==> src/rtl/mem_arb_pkg.sv <==
// Shared encodings for the fetch/memory-stage port arbiter.
package mem_arb_pkg;

  typedef enum logic [1:0] {
    IDLE    = 2'd0,
    M_ISSUE = 2'd1,
    M_WAIT  = 2'd2,
    RESP    = 2'd3
  } state_e;

  typedef enum logic {
    OWN_INSTR = 1'b0,
    OWN_DATA  = 1'b1
  } owner_e;

  localparam logic [1:0] ERR_NONE    = 2'b00;
  localparam logic [1:0] ERR_UNALIGN = 2'b01;
  localparam logic [1:0] ERR_TIMEOUT = 2'b10;

endpackage

==> src/rtl/mem_arb_timer.sv <==
// Access watchdog: counts enabled cycles since the last clear and flags
// expiry on the TIMEOUT-th enabled cycle.
module mem_arb_timer #(
  parameter int unsigned TIMEOUT = 64
) (
  input  logic clk_i,
  input  logic rst_ni,
  input  logic clr_i,
  input  logic en_i,
  output logic expired_o
);

  localparam int unsigned CW = (TIMEOUT > 2) ? $clog2(TIMEOUT) : 1;
  localparam logic [CW-1:0] LAST = CW'(TIMEOUT - 1);

  logic [CW-1:0] cnt_q, cnt_d;

  assign expired_o = en_i && (cnt_q == LAST);

  always_comb begin
    cnt_d = cnt_q;
    if (clr_i) begin
      cnt_d = '0;
    end else if (en_i && !expired_o) begin
      cnt_d = cnt_q + 1'b1;
    end
  end

  always_ff @(posedge clk_i or negedge rst_ni) begin
    if (!rst_ni) begin
      cnt_q <= '0;
    end else begin
      cnt_q <= cnt_d;
    end
  end

endmodule

==> src/rtl/mem_port_arbiter.sv <==
// Round-robin arbiter sharing one multi-cycle memory port between fetch and
// the memory stage, with unaligned-address and timeout error reporting.
module mem_port_arbiter
  import mem_arb_pkg::*;
#(
  parameter int unsigned ADDR_W  = 16,
  parameter int unsigned DATA_W  = 16,
  parameter int unsigned TIMEOUT = 64
) (
  input  logic              clk,
  input  logic              rst_n,
  input  logic              instr_req,
  input  logic [ADDR_W-1:0] instr_addr,
  input  logic              fetch_en,
  output logic [DATA_W-1:0] instr_rdata,
  output logic              instr_done,
  output logic              instr_stall,
  input  logic              data_req,
  input  logic              data_wr,
  input  logic [ADDR_W-1:0] data_addr,
  input  logic [DATA_W-1:0] data_wdata,
  output logic [DATA_W-1:0] data_rdata,
  output logic              data_done,
  output logic              data_stall,
  output logic              mem_req,
  output logic              mem_wr,
  output logic [ADDR_W-1:0] mem_addr,
  output logic [DATA_W-1:0] mem_wdata,
  input  logic              mem_ready,
  input  logic              mem_done,
  input  logic [DATA_W-1:0] mem_rdata,
  output logic              err,
  output logic [1:0]        err_code
);

  state_e            state_q;
  owner_e            owner_q, last_grant_q;
  logic              mem_req_q, mem_wr_q;
  logic [ADDR_W-1:0] mem_addr_q;
  logic [DATA_W-1:0] mem_wdata_q, instr_rdata_q, data_rdata_q;
  logic              instr_done_q, data_done_q, err_q;
  logic [1:0]        err_code_q;

  logic              instr_elig, any_elig, gnt_is_data, gnt_wr;
  owner_e            gnt_own;
  logic [ADDR_W-1:0] gnt_addr;
  logic [DATA_W-1:0] gnt_wdata;

  logic              fin;
  owner_e            fin_own;
  logic [DATA_W-1:0] fin_rdata;
  logic [1:0]        fin_code;

  logic              tmr_clr, tmr_en, tmr_expired;

  always_comb begin
    instr_elig  = instr_req & fetch_en;
    any_elig    = instr_elig | data_req;
    gnt_is_data = data_req & (~instr_elig | (last_grant_q == OWN_INSTR));
    gnt_own     = gnt_is_data ? OWN_DATA : OWN_INSTR;
    gnt_addr    = gnt_is_data ? data_addr : instr_addr;
    gnt_wr      = gnt_is_data & data_wr;
    gnt_wdata   = gnt_is_data ? data_wdata : '0;
  end

  // Completion of the current access, whichever path ends it; this drives
  // the registered done/err/rdata pulse seen during RESP.
  always_comb begin
    fin       = 1'b0;
    fin_own   = owner_q;
    fin_rdata = '0;
    fin_code  = ERR_NONE;
    case (state_q)
      IDLE: begin
        if (any_elig && gnt_addr[0]) begin
          fin      = 1'b1;
          fin_own  = gnt_own;
          fin_code = ERR_UNALIGN;
        end
      end
      M_ISSUE, M_WAIT: begin
        if (tmr_expired && !(state_q == M_WAIT && mem_done)) begin
          fin      = 1'b1;
          fin_code = ERR_TIMEOUT;
        end else if (state_q == M_WAIT && mem_done) begin
          fin       = 1'b1;
          fin_rdata = mem_wr_q ? '0 : mem_rdata;
        end
      end
      default: ;
    endcase
  end

  assign tmr_clr = (state_q == IDLE) && any_elig;
  assign tmr_en  = (state_q == M_ISSUE) || (state_q == M_WAIT);

  mem_arb_timer #(
    .TIMEOUT (TIMEOUT)
  ) u_timer (
    .clk_i     (clk),
    .rst_ni    (rst_n),
    .clr_i     (tmr_clr),
    .en_i      (tmr_en),
    .expired_o (tmr_expired)
  );

  always_ff @(posedge clk or negedge rst_n) begin
    if (!rst_n) begin
      state_q       <= IDLE;
      owner_q       <= OWN_INSTR;
      last_grant_q  <= OWN_INSTR;
      mem_req_q     <= 1'b0;
      mem_wr_q      <= 1'b0;
      mem_addr_q    <= '0;
      mem_wdata_q   <= '0;
      instr_rdata_q <= '0;
      data_rdata_q  <= '0;
      instr_done_q  <= 1'b0;
      data_done_q   <= 1'b0;
      err_q         <= 1'b0;
      err_code_q    <= ERR_NONE;
    end else begin
      instr_done_q <= fin && (fin_own == OWN_INSTR);
      data_done_q  <= fin && (fin_own == OWN_DATA);
      err_q        <= fin && (fin_code != ERR_NONE);
      err_code_q   <= fin ? fin_code : ERR_NONE;
      if (fin && fin_own == OWN_INSTR) instr_rdata_q <= fin_rdata;
      if (fin && fin_own == OWN_DATA)  data_rdata_q  <= fin_rdata;

      case (state_q)
        IDLE: begin
          if (any_elig) begin
            owner_q      <= gnt_own;
            last_grant_q <= gnt_own;
            mem_addr_q   <= gnt_addr;
            mem_wr_q     <= gnt_wr;
            mem_wdata_q  <= gnt_wdata;
            mem_req_q    <= ~gnt_addr[0];
            state_q      <= gnt_addr[0] ? RESP : M_ISSUE;
          end
        end
        M_ISSUE: begin
          if (fin) begin
            mem_req_q <= 1'b0;
            state_q   <= RESP;
          end else if (mem_ready) begin
            mem_req_q <= 1'b0;
            state_q   <= M_WAIT;
          end
        end
        M_WAIT: begin
          if (fin) state_q <= RESP;
        end
        RESP:    state_q <= IDLE;
        default: state_q <= IDLE;
      endcase
    end
  end

  assign mem_req     = mem_req_q;
  assign mem_wr      = mem_wr_q;
  assign mem_addr    = mem_addr_q;
  assign mem_wdata   = mem_wdata_q;
  assign instr_rdata = instr_rdata_q;
  assign data_rdata  = data_rdata_q;
  assign instr_done  = instr_done_q;
  assign data_done   = data_done_q;
  assign err         = err_q;
  assign err_code    = err_code_q;
  assign instr_stall = instr_req & ~instr_done_q;
  assign data_stall  = data_req & ~data_done_q;

endmodule

==> config.mk <==
export PLATFORM = sky130hd
export DESIGN_NAME = mem_port_arbiter
export DESIGN_NICKNAME = d
export VERILOG_FILES = /design/src/rtl/mem_arb_pkg.sv /design/src/rtl/mem_arb_timer.sv /design/src/rtl/mem_port_arbiter.sv
export SDC_FILE = /design/constraint.sdc
export NUM_CORES = 1
export LEC_CHECK = 0
export ABC_AREA = 1
export BUFFER_PORTS_ARGS = -buffer_cell sky130_fd_sc_hd__buf_4
export CORE_MARGIN = 3
export CORE_UTILIZATION = 52
export CTS_CLUSTER_DIAMETER = 200
export DETAILED_ROUTE_END_ITERATION = 16
export PLACE_DENSITY = 0.87
export SLEW_MARGIN = 40
export SYNTH_ARGS = -nofsm -noshare
export SYNTH_HDL_FRONTEND = slang
export SYNTH_SLANG_ARGS = --single-unit
export TNS_END_PERCENT = 30
==> constraint.sdc <==
create_clock -name clk -period 3.6 [get_ports clk]
set_input_delay 0.36 -clock clk [delete_from_list [all_inputs] [get_ports clk]]
set_output_delay 0.36 -clock clk [all_outputs]
set_load 0.02 [all_outputs]
# --- After elaboration in Yosys (flattened, before gate mapping) ---
# Index checks and enable logic that the tools add are counted.
classes:
  n_addsub: 1
  mul: 0
  div: 0
  n_lt_le_gt_ge: 0
  eq_ne: 7
  shifts: 0
  mux: 29
  bitwise_logic: 13
  reduce_logical: 20
ops:
  columns: ["operator", "n"]
  rows:
  - ["$mux W16", 6]
  - ["$mux W2", 7]
  - ["$mux W6", 2]
  - ["$mux W1", 10]
  - ["$logic_and A1 B1 Y1", 9]
  - ["$pmux W2 S4", 1]
  - ["$add A6 B1 Y6 const B", 1]
  - ["$eq A6 B6 Y1 const B", 1]
  - ["$not A1 Y1", 6]
  - ["$reduce_and A3 Y1", 2]
  - ["$reduce_bool A2 Y1", 3]
  - ["$and A1 B1 Y1", 5]
  - ["$eq A2 B2 Y1 const B", 2]
  - ["$ne A2 B2 Y1 const B", 2]
  - ["$pmux W1 S2", 2]
  - ["$pmux W2 S2", 1]
  - ["$ne A3 B3 Y1 const B", 1]
  - ["$eq A2 B1 Y1 const B", 1]
  - ["$logic_not A1 Y1", 2]
  - ["$logic_not A2 Y1", 1]
  - ["$or A1 B1 Y1", 2]
  - ["$reduce_and A2 Y1", 1]
  - ["$reduce_or A2 Y1", 1]
  - ["$logic_or A1 B1 Y1", 1]
totals:
  ff_bits: 80
  latch_bits: 0
  ramBits: 0
  rom_bits: 0
  in_bits: 72
  out_inout_bits: 73
  elab_cells: 83
  mem_count: 0

# --- Depth between registers and ports, before layout ---
# Gate-level depths: netlist of the first run.
depth:
  depth_word: 10
  ltp_mapped: 12
  mapped_depth_nobuf: 11

# --- Cells and area by module ---
# Synthesis of the first run repeated with hierarchy kept, for this count alone.
unflattened:
  cells_unflattened: 443
  area_unflattened_um2: 3687.3
by_module_without_submodules:
  columns: ["mod", "n_inst", "cells_per_inst", "area_each_um2", "seq_area_each_um2"]
  rows:
  - ["mem_port_arbiter", 1, 389, 3283.1, 1851.8]
  - ["mem_arb_timer", 1, 54, 404.1, 150.1]

# --- Worst setup path after synthesis of the first run ---
# No wires, ideal clock.
synth_path:
  path_kind: "flip-flop to flip-flop"
  start: "reg state_q[0]"
  end: "reg data_rdata_q[13] (netlist: data_rdata[13])"
  setup_ns: 0.122
  arrival_ns: 1.695
  required_time_ns: 3.478
  path_slack_ns: 1.784
  stages_incl_launch_ff: 10
  path_buffers: 2
  period_less_slack_ns: 1.816
  path_cell_list: "dfrtp_1 -> inv_1 -> ha_1 -> clkbuf_1 -> nand2_1 -> o21ai_4 -> nand2_2 -> buf_4 -> nand2_1 -> o21ai_1"
synth_via:
  elab_chain_len: 7
  elab_cells_between_ends: 17
  cone_classes: "2 x eq/ne; 7 x mux; 8 x reduce/logical"
synth_rtl:
  columns: ["item", "line", "text"]
  rows:
  - ["start, declared", "mem_port_arbiter.sv:36", "state_e state_q;"]
  - ["start signal, assigned", "mem_port_arbiter.sv:139", "state_q <= gnt_addr[0] ? RESP : M_ISSUE;"]
  - ["$eq A2 B1 Y1 / $eq A2 B2 Y1 (equally long branches)", null, null]
  - ["$logic_or A1 B1 Y1 / $logic_and A1 B1 Y1 (equally long branches)", "mem_port_arbiter.sv:95, mem_port_arbiter.sv:82, mem_port_arbiter.sv:85", null]
  - ["$logic_and A1 B1 Y1 / $logic_not A1 Y1 (equally long branches)", "mem_arb_timer.sv:18, mem_port_arbiter.sv:82", null]
  - ["$logic_and A1 B1 Y1", "mem_port_arbiter.sv:82", "if (tmr_expired && !(state_q == M_WAIT && mem_done)) begin"]
  - ["$mux W1", "mem_port_arbiter.sv:82", null]
  - ["$pmux W1 S2", "mem_port_arbiter.sv:73", "case (state_q)"]
  - ["$logic_and A1 B1 Y1", "mem_port_arbiter.sv:128", "if (fin && fin_own == OWN_DATA) data_rdata_q <= fin_rdata;"]
  - ["end signal, assigned", "mem_port_arbiter.sv:128", null]
  - ["end, declared", "mem_port_arbiter.sv:40", "logic [DATA_W-1:0] mem_wdata_q, instr_rdata_q, data_rdata_q;"]
# Parallel ways exist; a longest one is shown, timed or not.
# A chain may end at the register's enable or synchronous reset.

# --- Worst setup path in the final report of the first run ---
layout_path:
  start: "reg state_q[0]"
  end: "reg data_rdata_q[0] (netlist: data_rdata[0])"
# Same word-level chain as after synthesis.

==> results.json, run 1 <==
{
  "status": "finished clean",
  "async_reset_ff_share_pct": 100,
  "layout.cells.non_filler": 647,
  "via_count": 3451,
  "fp.dieH_um": 89.5,
  "clock_latency_ps": 350,
  "fmax_mhz": 367,
  "cts.path.max_buffers": 2,
  "setup.worst_path.class": "reg2reg",
  "path_cells": "inv_1 -> ha_1 -> buf_4 -> inv_1 -> a21oi_4 -> nand3_2 -> nand2_1 -> o21ai_4 -> nand2_2 -> nand2_1 -> o21ai_1",
  "reg2reg_to": "data_rdata[0]$_DFFE_PN0P_",
  "clkTransAtPathRegs_ps": 80,
  "gr-usage-all-layers_pct": 25.8,
  "synth_seq_cells": 80,
  "drt_wl_total_um": 9840,
  "start_kind": "register",
  "maxCapViolCount": 0,
  "coreArea_mm2": 0.00653,
  "grt_overflow": 0,
  "hp-class": "in2async",
  "ys_top_cells_by_area": "dfrtp_1, nand2_1, nand3_1",
  "post_cts_resized": 0,
  "synth-main-ff-cell": "dfrtp_1",
  "crit_slowest_cell": "nand2_2",
  "numCtsBuffers": 9,
  "tightest_slew_ps": 701,
  "p_per_area_mw_per_mm2": 796,
  "netlist_instances": 428,
  "fin_crit_sh_pct": 75.7,
  "die-area_mm2": 0.00801,
  "clock_sinks": 80,
  "crit_required_ps": 3850,
  "synth_top_cell_by_area": "dfrtp_1",
  "wire_per_inst_um": 15.2,
  "fin_skew_ps": 11.1,
  "ctsHoldBuffers": 0,
  "ys_warn_count": 0,
  "timing.final.setup_violations": 0,
  "critPathMaxStageDelay_ps": 460,
  "syn_area_mm2": 0.00362,
  "grt_max_degree": 81,
  "rows": 29,
  "r2r_start": "state_q[0]$_DFFE_PN0P_",
  "final_hold_viol_count": 0,
  "critical_path_peak_fanout": 33,
  "postSynthAreaPerCell_um2": 8.47,
  "ys_seq_area_share_pct": 55.2,
  "io_buffers": 144,
  "drv_slew": 0,
  "yosysMostFrequentCell": "nand2_1",
  "pin_count": 145,
  "arrival_ps": 2980,
  "synth_edf_count": 0,
  "ir_drop_uv": 414,
  "dp.cells": 632,
  "antenna_found_initial": 0,
  "postCtsSetupBuffers": 0,
  "grt_pass1_wl_um": 15800,
  "nets": 644,
  "reg2reg_slack_ps": 870,
  "p_leak_uw": 0.00281,
  "cts_root_buf": "clkbuf_8",
  "fin_setup_tns_ps": 0,
  "fill_cells": 460,
  "yosysTopAreaCellShare_pct": 55.2,
  "place_congestion": 0.838,
  "diodes": 0,
  "start_util_pct": 55.5,
  "relSlewSlack_pct": 53.3,
  "dp_hpwl_um": 7070,
  "worst-path-buf-inv": 3,
  "drive_gt1_share_pct": 33.0,
  "drt-initial-drc-count": 229,
  "cpLargestDelayFamily": "simple AND/OR/NAND/NOR gates",
  "reg2reg_depth": 11,
  "synth_cell_type_count": 25,
  "startpoint": "state_q[0]$_DFFE_PN0P_",
  "fp.dieW_um": 89.5,
  "synth_nets": 506,
  "drc_errors": 0,
  "drt-vias-per-instance": 5.33,
  "worstSetupEndpointType": "register",
  "rsz0062_at_grt": "false",
  "cts_tree": "yes",
  "fin_crit_ps": 2730,
  "ys_top_cells_by_count": "nand2_1, dfrtp_1, nand3_1",
  "area_growth_pct": 36.1,
  "antenna_left": 0,
  "dr.pass1.iters": 5,
  "htree_levels": 3,
  "grt_pass1_vias": 3373
}
-- placed cells by master, fill, tap and decap left out, types with 2 or more instances in the layout --
| cell | count |
|---|---|
| nand4_1 | 2 |
| nand3_1 | 46 |
| o21ai_1 | 28 |
| nand2_1 | 130 |
| bufinv_16 | 2 |
| nor2_1 | 29 |
| or2_2 | 2 |
| clkbuf_8 | 9 |
| inv_2 | 7 |
| nand3_2 | 3 |
| dfrtp_1 | 80 |
| ha_1 | 6 |
| a21oi_1 | 3 |
| o21ai_0 | 24 |
| nand2_2 | 13 |
| buf_4 | 144 |
| inv_1 | 30 |
-- metrics by stage --
stage	power, uW	setup WS (ps)	util, %	hold slack [ps]	cell area [um2]
after floorplan	2490	1780	-	64.4	3620
after global placement	3140	1100	72.2	455	4720
after detailed placement	3210	973	72.3	440	4720
after CTS	3930	900	75.5	72.1	4930
after global routing	4190	612	75.5	91.5	4930
final	3920	874	75.5	43.8	4930
-- flip-flops by register name, indices dropped and copies added, names as in the netlist --
| signal | count |
|---|---|
| data_rdata | 16 |
| instr_rdata | 16 |
| mem_addr | 16 |
| mem_wdata | 16 |
| u_timer.cnt_q | 6 |
| err_code | 2 |
| state_q | 2 |
| data_done | 1 |
| err | 1 |
| instr_done | 1 |
| last_grant_q | 1 |
| mem_req | 1 |
| mem_wr | 1 |
-- how the worst max path moves through the flow --
stage	to	slack, ps	depth (start not counted)
after floorplan	data_rdata[13]$_DFFE_PN0P_	1780	9
after global placement	u_timer.cnt_q[4]$_DFFE_PN0P_	1100	8
after detailed placement	data_rdata[12]$_DFFE_PN0P_	970	11
after CTS	data_rdata[0]$_DFFE_PN0P_	900	11
after global routing	data_rdata[0]$_DFFE_PN0P_	610	11
final	data_rdata[0]$_DFFE_PN0P_	870	11
-- kinds of logic after synthesis --
family | count (synthesis) | synth area share (%)
AOI/OAI and AO/OA | 59 | 8.91
adders and majority gates | 6 | 2.07
buffers and inverters | 55 | 6.35
DFF | 80 | 55.2
and+or+nand+nor | 228 | 27.4
-- area by class of cell --
type	count	area, um2	area share [%]
clock buffers	10	128	2.59
clock inverters	5	81.3	1.65
inverters	37	139	2.82
multi-input cells	293	1390	28.3
flip-flops and latches	80	2000	40.6
well taps	77	96.3	1.95
repair buffers	145	1090	22.1
-- layer usage --
metal / up-vias / global-route usage, % / wire length (um)
li1: 1633 / - / -
met1: 1637 / 33.2 / 3750
met2: 165 / 43.4 / 5160
met3: 16 / 6.64 / 765
met4: 0 / 7.31 / 169
met5: - / 0 / 0
-- where the power goes --
part	switching, uW	internal, uW	total, uW
combinational	1150	667	1820
sequential	195	1200	1390
clock	323	388	711
total	1670	2250	3920
(Power assumes the default switching activity.)
==> run 2: changes to the inputs <==
--- a/config.mk
+++ b/config.mk
@@ -5,13 +5,13 @@
 export SDC_FILE = /design/constraint.sdc
 export NUM_CORES = 1
 export LEC_CHECK = 0
-export ABC_AREA = 1
+export ABC_AREA = 0
 export BUFFER_PORTS_ARGS = -buffer_cell sky130_fd_sc_hd__buf_4
 export CORE_MARGIN = 3
-export CORE_UTILIZATION = 52
+export CORE_UTILIZATION = 48
 export CTS_CLUSTER_DIAMETER = 200
 export DETAILED_ROUTE_END_ITERATION = 16
-export PLACE_DENSITY = 0.87
+export PLACE_DENSITY = 0.82
 export SLEW_MARGIN = 40
 export SYNTH_ARGS = -nofsm -noshare
 export SYNTH_HDL_FRONTEND = slang
==> constraint.sdc (replaced) <==
create_clock -name clk -period 2.8 [get_ports clk]
set_input_delay 0.28 -clock clk [delete_from_list [all_inputs] [get_ports clk]]
set_output_delay 0.28 -clock clk [all_outputs]
set_load 0.02 [all_outputs]
==> run 2 against run 1 <==
Against the previous run: maximum frequency is 24% higher; synthesized cell count is 25% lower; sequential share of layout area is 0.36 points higher; utilization is 5.5 points lower.
==> results.json, run 2 <==
{
  "grt_max_degree": 81,
  "yosysTopAreaCellShare_pct": 56.6,
  "setup.worst_path.class": "reg2reg",
  "synth-main-ff-cell": "dfrtp_1",
  "grt_pass1_wl_um": 13800,
  "drive_gt1_share_pct": 41.5,
  "ys_warn_count": 0,
  "netlist_instances": 320,
  "htree_levels": 3,
  "grt_pass1_vias": 2845,
  "yosysMostFrequentCell": "dfrtp_1",
  "timing.final.setup_violations": 0,
  "reg2reg_slack_ps": 610,
  "io_buffers": 144,
  "p_leak_uw": 0.00246,
  "worstSetupEndpointType": "register",
  "cpLargestDelayFamily": "compound AO/OA/AOI/OAI gates",
  "p_per_area_mw_per_mm2": 1050,
  "critPathMaxStageDelay_ps": 430,
  "drt-initial-drc-count": 122,
  "critical_path_peak_fanout": 20,
  "diodes": 0,
  "reg2reg_to": "instr_rdata[13]$_DFFE_PN0P_",
  "fill_cells": 551,
  "clock_latency_ps": 340,
  "synth_nets": 398,
  "cts.path.max_buffers": 2,
  "fp.dieH_um": 91.8,
  "numCtsBuffers": 9,
  "start_kind": "register",
  "drt_wl_total_um": 8410,
  "area_growth_pct": 38.2,
  "fin_crit_sh_pct": 78.3,
  "ys_top_cells_by_count": "dfrtp_1, nand2_1, o21ai_0",
  "final_common_cell": "buf_4",
  "postCtsSetupBuffers": 0,
  "syn_area_mm2": 0.00354,
  "fp.dieW_um": 91.8,
  "rsz0062_at_grt": "false",
  "dr.pass1.iters": 4,
  "drc_errors": 0,
  "drt-vias-per-instance": 5.12,
  "clkTransAtPathRegs_ps": 80,
  "fin_skew_ps": 9.16,
  "ys_top_cells_by_area": "dfrtp_1, nand2_1, mux2i_1",
  "ir_drop_uv": 570,
  "grt_overflow": 0,
  "drv_slew": 0,
  "async_reset_ff_share_pct": 100,
  "hold-path-endpoint": "mem_wdata[0]$_DFFE_PN0P_",
  "die-area_mm2": 0.00844,
  "min_from": "data_wdata[0]",
  "maxCapViolCount": 0,
  "antenna_left": 0,
  "rows": 30,
  "fin_setup_tns_ps": 0,
  "crit_required_ps": 3010,
  "dp_hpwl_um": 6320,
  "final_cell_mix": "buf_4, dfrtp_1, nand2_1",
  "nets": 542,
  "via_count": 2887,
  "synth_seq_cells": 80,
  "cts_tree": "yes",
  "cts_root_buf": "clkbuf_8",
  "gr-usage-all-layers_pct": 20.4,
  "synth_edf_count": 0,
  "holdPathStages": 2,
  "reg2reg_depth": 8,
  "clock_sinks": 80,
  "final_core_util_pct": 70.0,
  "start_util_pct": 50.7,
  "coreArea_mm2": 0.00698,
  "synth_top_cell_by_area": "dfrtp_1",
  "r2r_start": "state_q[0]$_DFFE_PN0P_",
  "fin_crit_ps": 2190,
  "arrival_ps": 2410,
  "synth_cell_type_count": 44,
  "postSynthAreaPerCell_um2": 11.1,
  "path_cells": "inv_1 -> ha_1 -> nand3_1 -> o22ai_4 -> o211ai_4 -> buf_8 -> nand2_1 -> o21ai_1",
  "status": "finished clean",
  "relSlewSlack_pct": 54.1,
  "crit_slowest_cell": "ha_1",
  "worst-path-buf-inv": 2,
  "antenna_found_initial": 0,
  "pin_count": 145,
  "fmax_mhz": 456,
  "ys_seq_area_share_pct": 56.6,
  "final_hold_viol_count": 0,
  "wire_per_inst_um": 14.9,
  "tightest_slew_ps": 688,
  "place_congestion": 0.782,
  "hp-class": "in2reg"
}
[run 2: cell types whose count changed in the layout (fill, tap and decap cells not counted), sizes merged, moves of 4 or more]
cell / change
nand2: -73
nand3: -43
inv: -32
nor2: -23
mux2i: +18
a22o: +17
buf: +4
nor2b: +4
[run 2: worst max path at each step]
stage	start	endpoint	slack, ps	cells past startpoint
5_1_grt	state_q[0]$_DFFE_PN0P_	data_rdata[1]$_DFFE_PN0P_	430	8
3_5_place_dp	state_q[0]$_DFFE_PN0P_	instr_rdata[0]$_DFFE_PN0P_	510	6
3_3_place_gp	state_q[0]$_DFFE_PN0P_	instr_rdata[1]$_DFFE_PN0P_	650	6
6_report	state_q[0]$_DFFE_PN0P_	instr_rdata[13]$_DFFE_PN0P_	610	8
2_1_floorplan	state_q[0]$_DFFE_PN0P_	data_rdata[0]$_DFFE_PN0P_	1100	9
4_1_cts	state_q[0]$_DFFE_PN0P_	instr_rdata[0]$_DFFE_PN0P_	480	6
[run 2: cells by family (layout without fill, tap and decap cells)]
kind of cell | after synthesis | in the layout | synth area share, %
simple gates | 100 | 100 | 12.6
compound gates | 88 | 88 | 17.9
flops | 80 | 80 | 56.6
buf+inv | 23 | 171 | 4.32
mux | 19 | 19 | 5.41
fa+ha+maj | 6 | 6 | 2.12
xor+xnor | 4 | 4 | 0.991
[run 2: metrics by stage]
stage          std cells  area (um2)  hold WS, ps  total power (uW)  setup slack [ps]
6_report             564        4890          155              5130               609
5_1_grt              564        4890          134              5480               425
4_1_cts              563        4870          141              5160               481
3_5_place_dp         547        4650          357              4250               506
3_3_place_gp         547        4650          462              4180               648
2_1_floorplan        320        3540        -15.6              3340              1100
[run 2: final cells by class]
cell class,count,area (um2),share of cell area [%]
clock buffers,10,128,2.61
repair buffers,150,1140,23.3
clock inverters,5,82.6,1.69
flip-flops and latches,80,2000,41.0
multi-input cells,217,1390,28.5
inverters,6,22.5,0.461
well taps,96,120,2.46
[run 2: where the power goes]
group	internal, uW	switching, uW
registers	1580	266
logic	1030	1360
clock network	497	398
[run 2: timing repair]
| action | 4_1_cts | 5_1_grt |
|---|---|---|
| hold endpoints to repair | 77 | 0 |
| endpoints found under the setup margin | 0 | 0 |
| resized for setup | 0 | 0 |
| hold buffers | 1 | 0 |
[run 2: metal layers]
layer  share of wire (%)  wire [um]  vias up  track usage, %
met4                 1.1         89        0            6.44
met3                 7.7        648        9            6.40
met1                  43       3660     1361            26.3
met5                   0          0        -               0
li1                    -          -     1410               -
met2                  48       4020      107            33.0
==> run 3: changes to the inputs <==
--- a/config.mk
+++ b/config.mk
@@ -5,13 +5,13 @@
 export SDC_FILE = /design/constraint.sdc
 export NUM_CORES = 1
 export LEC_CHECK = 0
-export ABC_AREA = 0
+export ABC_AREA = 1
 export BUFFER_PORTS_ARGS = -buffer_cell sky130_fd_sc_hd__buf_4
 export CORE_MARGIN = 3
 export CORE_UTILIZATION = 48
 export CTS_CLUSTER_DIAMETER = 200
 export DETAILED_ROUTE_END_ITERATION = 16
-export PLACE_DENSITY = 0.82
+export PLACE_DENSITY = 0.81
 export SLEW_MARGIN = 40
 export SYNTH_ARGS = -nofsm -noshare
 export SYNTH_HDL_FRONTEND = slang
==> constraint.sdc (replaced) <==
create_clock -name clk -period 2.1 [get_ports clk]
set_input_delay 0.21 -clock clk [delete_from_list [all_inputs] [get_ports clk]]
set_output_delay 0.21 -clock clk [all_outputs]
set_load 0.02 [all_outputs]
==> run 3 against run 2 <==
Against the previous run: non-clock buffer count up 9; worst hold slack worse by 69 ps; sequential share of layout area down 2.2 points; utilization up 0.81 points; power up 39%; clock skew down 1.1 ps; global-route usage up 2.3 points; clock power up 64%; clock-buffer cell count up 1; cell count up 21%; sequential power up 29%; sequential cell count unchanged; largest power group unchanged; highest routed layer unchanged.
==> results.json, run 3 (same netlist as run 1, synthesis figures left out) <==
{
  "status": "finished clean",
  "fmax_mhz": 514,
  "final_cell_mix": "buf_4, nand2_1, dfrtp_1",
  "htree_levels": 3,
  "wire_per_inst_um": 14.4,
  "grt_max_degree": 45,
  "antenna_found_initial": 0,
  "start_kind": "register",
  "crit_required_ps": 2330,
  "gr-usage-all-layers_pct": 22.7,
  "path_cells": "inv_1 -> ha_1 -> buf_4 -> nand2_1 -> o21ai_4 -> nand2_2 -> buf_12 -> nand2_1 -> o21ai_1",
  "coreArea_mm2": 0.00729,
  "place_congestion": 0.831,
  "io_buffers": 144,
  "nets": 658,
  "start_util_pct": 49.7,
  "area_growth_pct": 42.5,
  "internal_power_uw": 4250,
  "clock_latency_ps": 350,
  "fin_skew_ps": 8.03,
  "cpMostUsedCell": "nand2_1",
  "drt_wl_total_um": 9860,
  "pin_count": 145,
  "die-area_mm2": 0.00863,
  "rsz0062_at_grt": "false",
  "p_leak_uw": 0.00292,
  "reg2reg_depth": 9,
  "dp_hpwl_um": 7180,
  "clock_sinks": 80,
  "power_frac_clock_pct": 20.5,
  "relSlewSlack_pct": 68.1,
  "via_count": 3452,
  "layout.cells.non_filler": 684,
  "dp_slack_ps": 196,
  "swShare_pct": 40.4,
  "combPwrFrac_pct": 46.1,
  "cts_root_buf": "clkbuf_8",
  "dp.cells": 663,
  "power_switching_uw": 2880,
  "worst_slack_ps": 154,
  "timing.final.setup_violations": 0,
  "drt-vias-per-instance": 5.05,
  "fin_crit_ps": 1950,
  "critPathMaxStageDelay_ps": 440,
  "holdPathStages": 3,
  "crit_slowest_cell": "dfrtp_1",
  "critical_path_peak_fanout": 33,
  "tightest_slew_ps": 478,
  "drive_gt1_share_pct": 34.2,
  "diodes": 0,
  "drv_slew": 0,
  "drc_errors": 0,
  "drt-initial-drc-count": 218,
  "ir_drop_uv": 772,
  "dr.pass1.iters": 5,
  "grt_pass1_wl_um": 15500,
  "rows": 31,
  "grt_pass1_vias": 3252,
  "fin_crit_sh_pct": 92.6,
  "worstSetupEndpointType": "register",
  "fp.dieW_um": 92.9,
  "setup.worst_path.class": "reg2reg",
  "numCtsBuffers": 9,
  "cts.path.max_buffers": 2,
  "final_common_cell": "buf_4",
  "seqPwrFrac_pct": 33.4,
  "hp-class": "in2reg",
  "clkTransAtPathRegs_ps": 80,
  "grt_overflow": 0,
  "fp.dieH_um": 92.9,
  "cts_tree": "yes",
  "p_per_area_mw_per_mm2": 1380,
  "maxCapViolCount": 0,
  "arrival_ps": 2180,
  "fin_setup_tns_ps": 0,
  "final_hold_viol_count": 0,
  "antenna_left": 0
}
==> run 3: area by class of cell <==
cell class | count | area [um2]
fillers | 585 | 2130
multi-input cells | 293 | 1390
inverters | 37 | 139
well taps | 99 | 124
repair buffers | 159 | 1250
clock buffers | 11 | 131
clock inverters | 5 | 129
flip-flops and latches | 80 | 2000
==> run 3: path summary, 6_finish.rpt <==
path / slack (ps) / startpoint / endpoint
setup / recovery: 150 / state_q[0]$_DFFE_PN0P_ / data_rdata[6]$_DFFE_PN0P_
hold / removal: 90 / data_wdata[8] / mem_wdata[8]$_DFFE_PN0P_
setup reg to reg: 150 / state_q[0]$_DFFE_PN0P_ / data_rdata[6]$_DFFE_PN0P_
hold reg to reg: 480 / instr_rdata[4]$_DFFE_PN0P_ / instr_rdata[4]$_DFFE_PN0P_
max in group asynchronous: 1140 / rst_n / u_timer.cnt_q[1]$_DFFE_PN0P_
min in group asynchronous: 360 / rst_n / instr_rdata[5]$_DFFE_PN0P_
==> run 3: per-stage QoR <==
| step | area [um2] | power [uW] | util (%) | hold slack [ps] |
|---|---|---|---|---|
| floorplan | 3620 | 4270 | - | -85.6 |
| global placement | 4840 | 5500 | 66.3 | 202 |
| detailed placement | 4840 | 5610 | 66.3 | 199 |
| CTS | 5110 | 7080 | 70.0 | 80.8 |
| global route | 5160 | 7560 | 70.8 | 68.8 |
| finish | 5160 | 7130 | 70.8 | 85.8 |
==> run 3: critical path: cells and delay by family (launching register included) <==
kind	cells	cell delay [ps]
AO/OA/AOI/OAI	2	330
AND/OR/NAND/NOR	3	340
flip-flops	1	440
buffers and inverters	3	550
adder cells (fa/ha/maj)	1	180
==> run 3: per-layer routing <==
| metal | up-vias | global-route usage, % | part of all wire, % |
|---|---|---|---|
| met4 | 0 | 10.3 | 2.7 |
| met2 | 131 | 37.7 | 51 |
| met3 | 26 | 3.82 | 5.5 |
| li1 | 1667 | - | - |
| met5 | - | 0 | 0 |
| met1 | 1628 | 29.1 | 41 |
==> run 3: power groups by stage <==
| stage | Sequential, uW | Combinational, uW | Clock (uW) |
|---|---|---|---|
| 3_3_place_gp | 2370 | 3130 | 0 |
| 5_1_grt | 2430 | 3570 | 1560 |
| 3_5_place_dp | 2380 | 3220 | 0 |
| 6_report | 2380 | 3290 | 1470 |
| 4_1_cts | 2370 | 3230 | 1480 |
| 2_1_floorplan | 2900 | 1370 | 0 |
==> run 3: timing repair <==
| action | CTS | global route |
|---|---|---|
| gates resized for setup | 0 | 1 |
| buffers inserted | 0 | 4 |
| setup endpoints to repair | 0 | 7 |
| hold endpoints to repair | 36 | 0 |
| hold buffers | 1 | 0 |
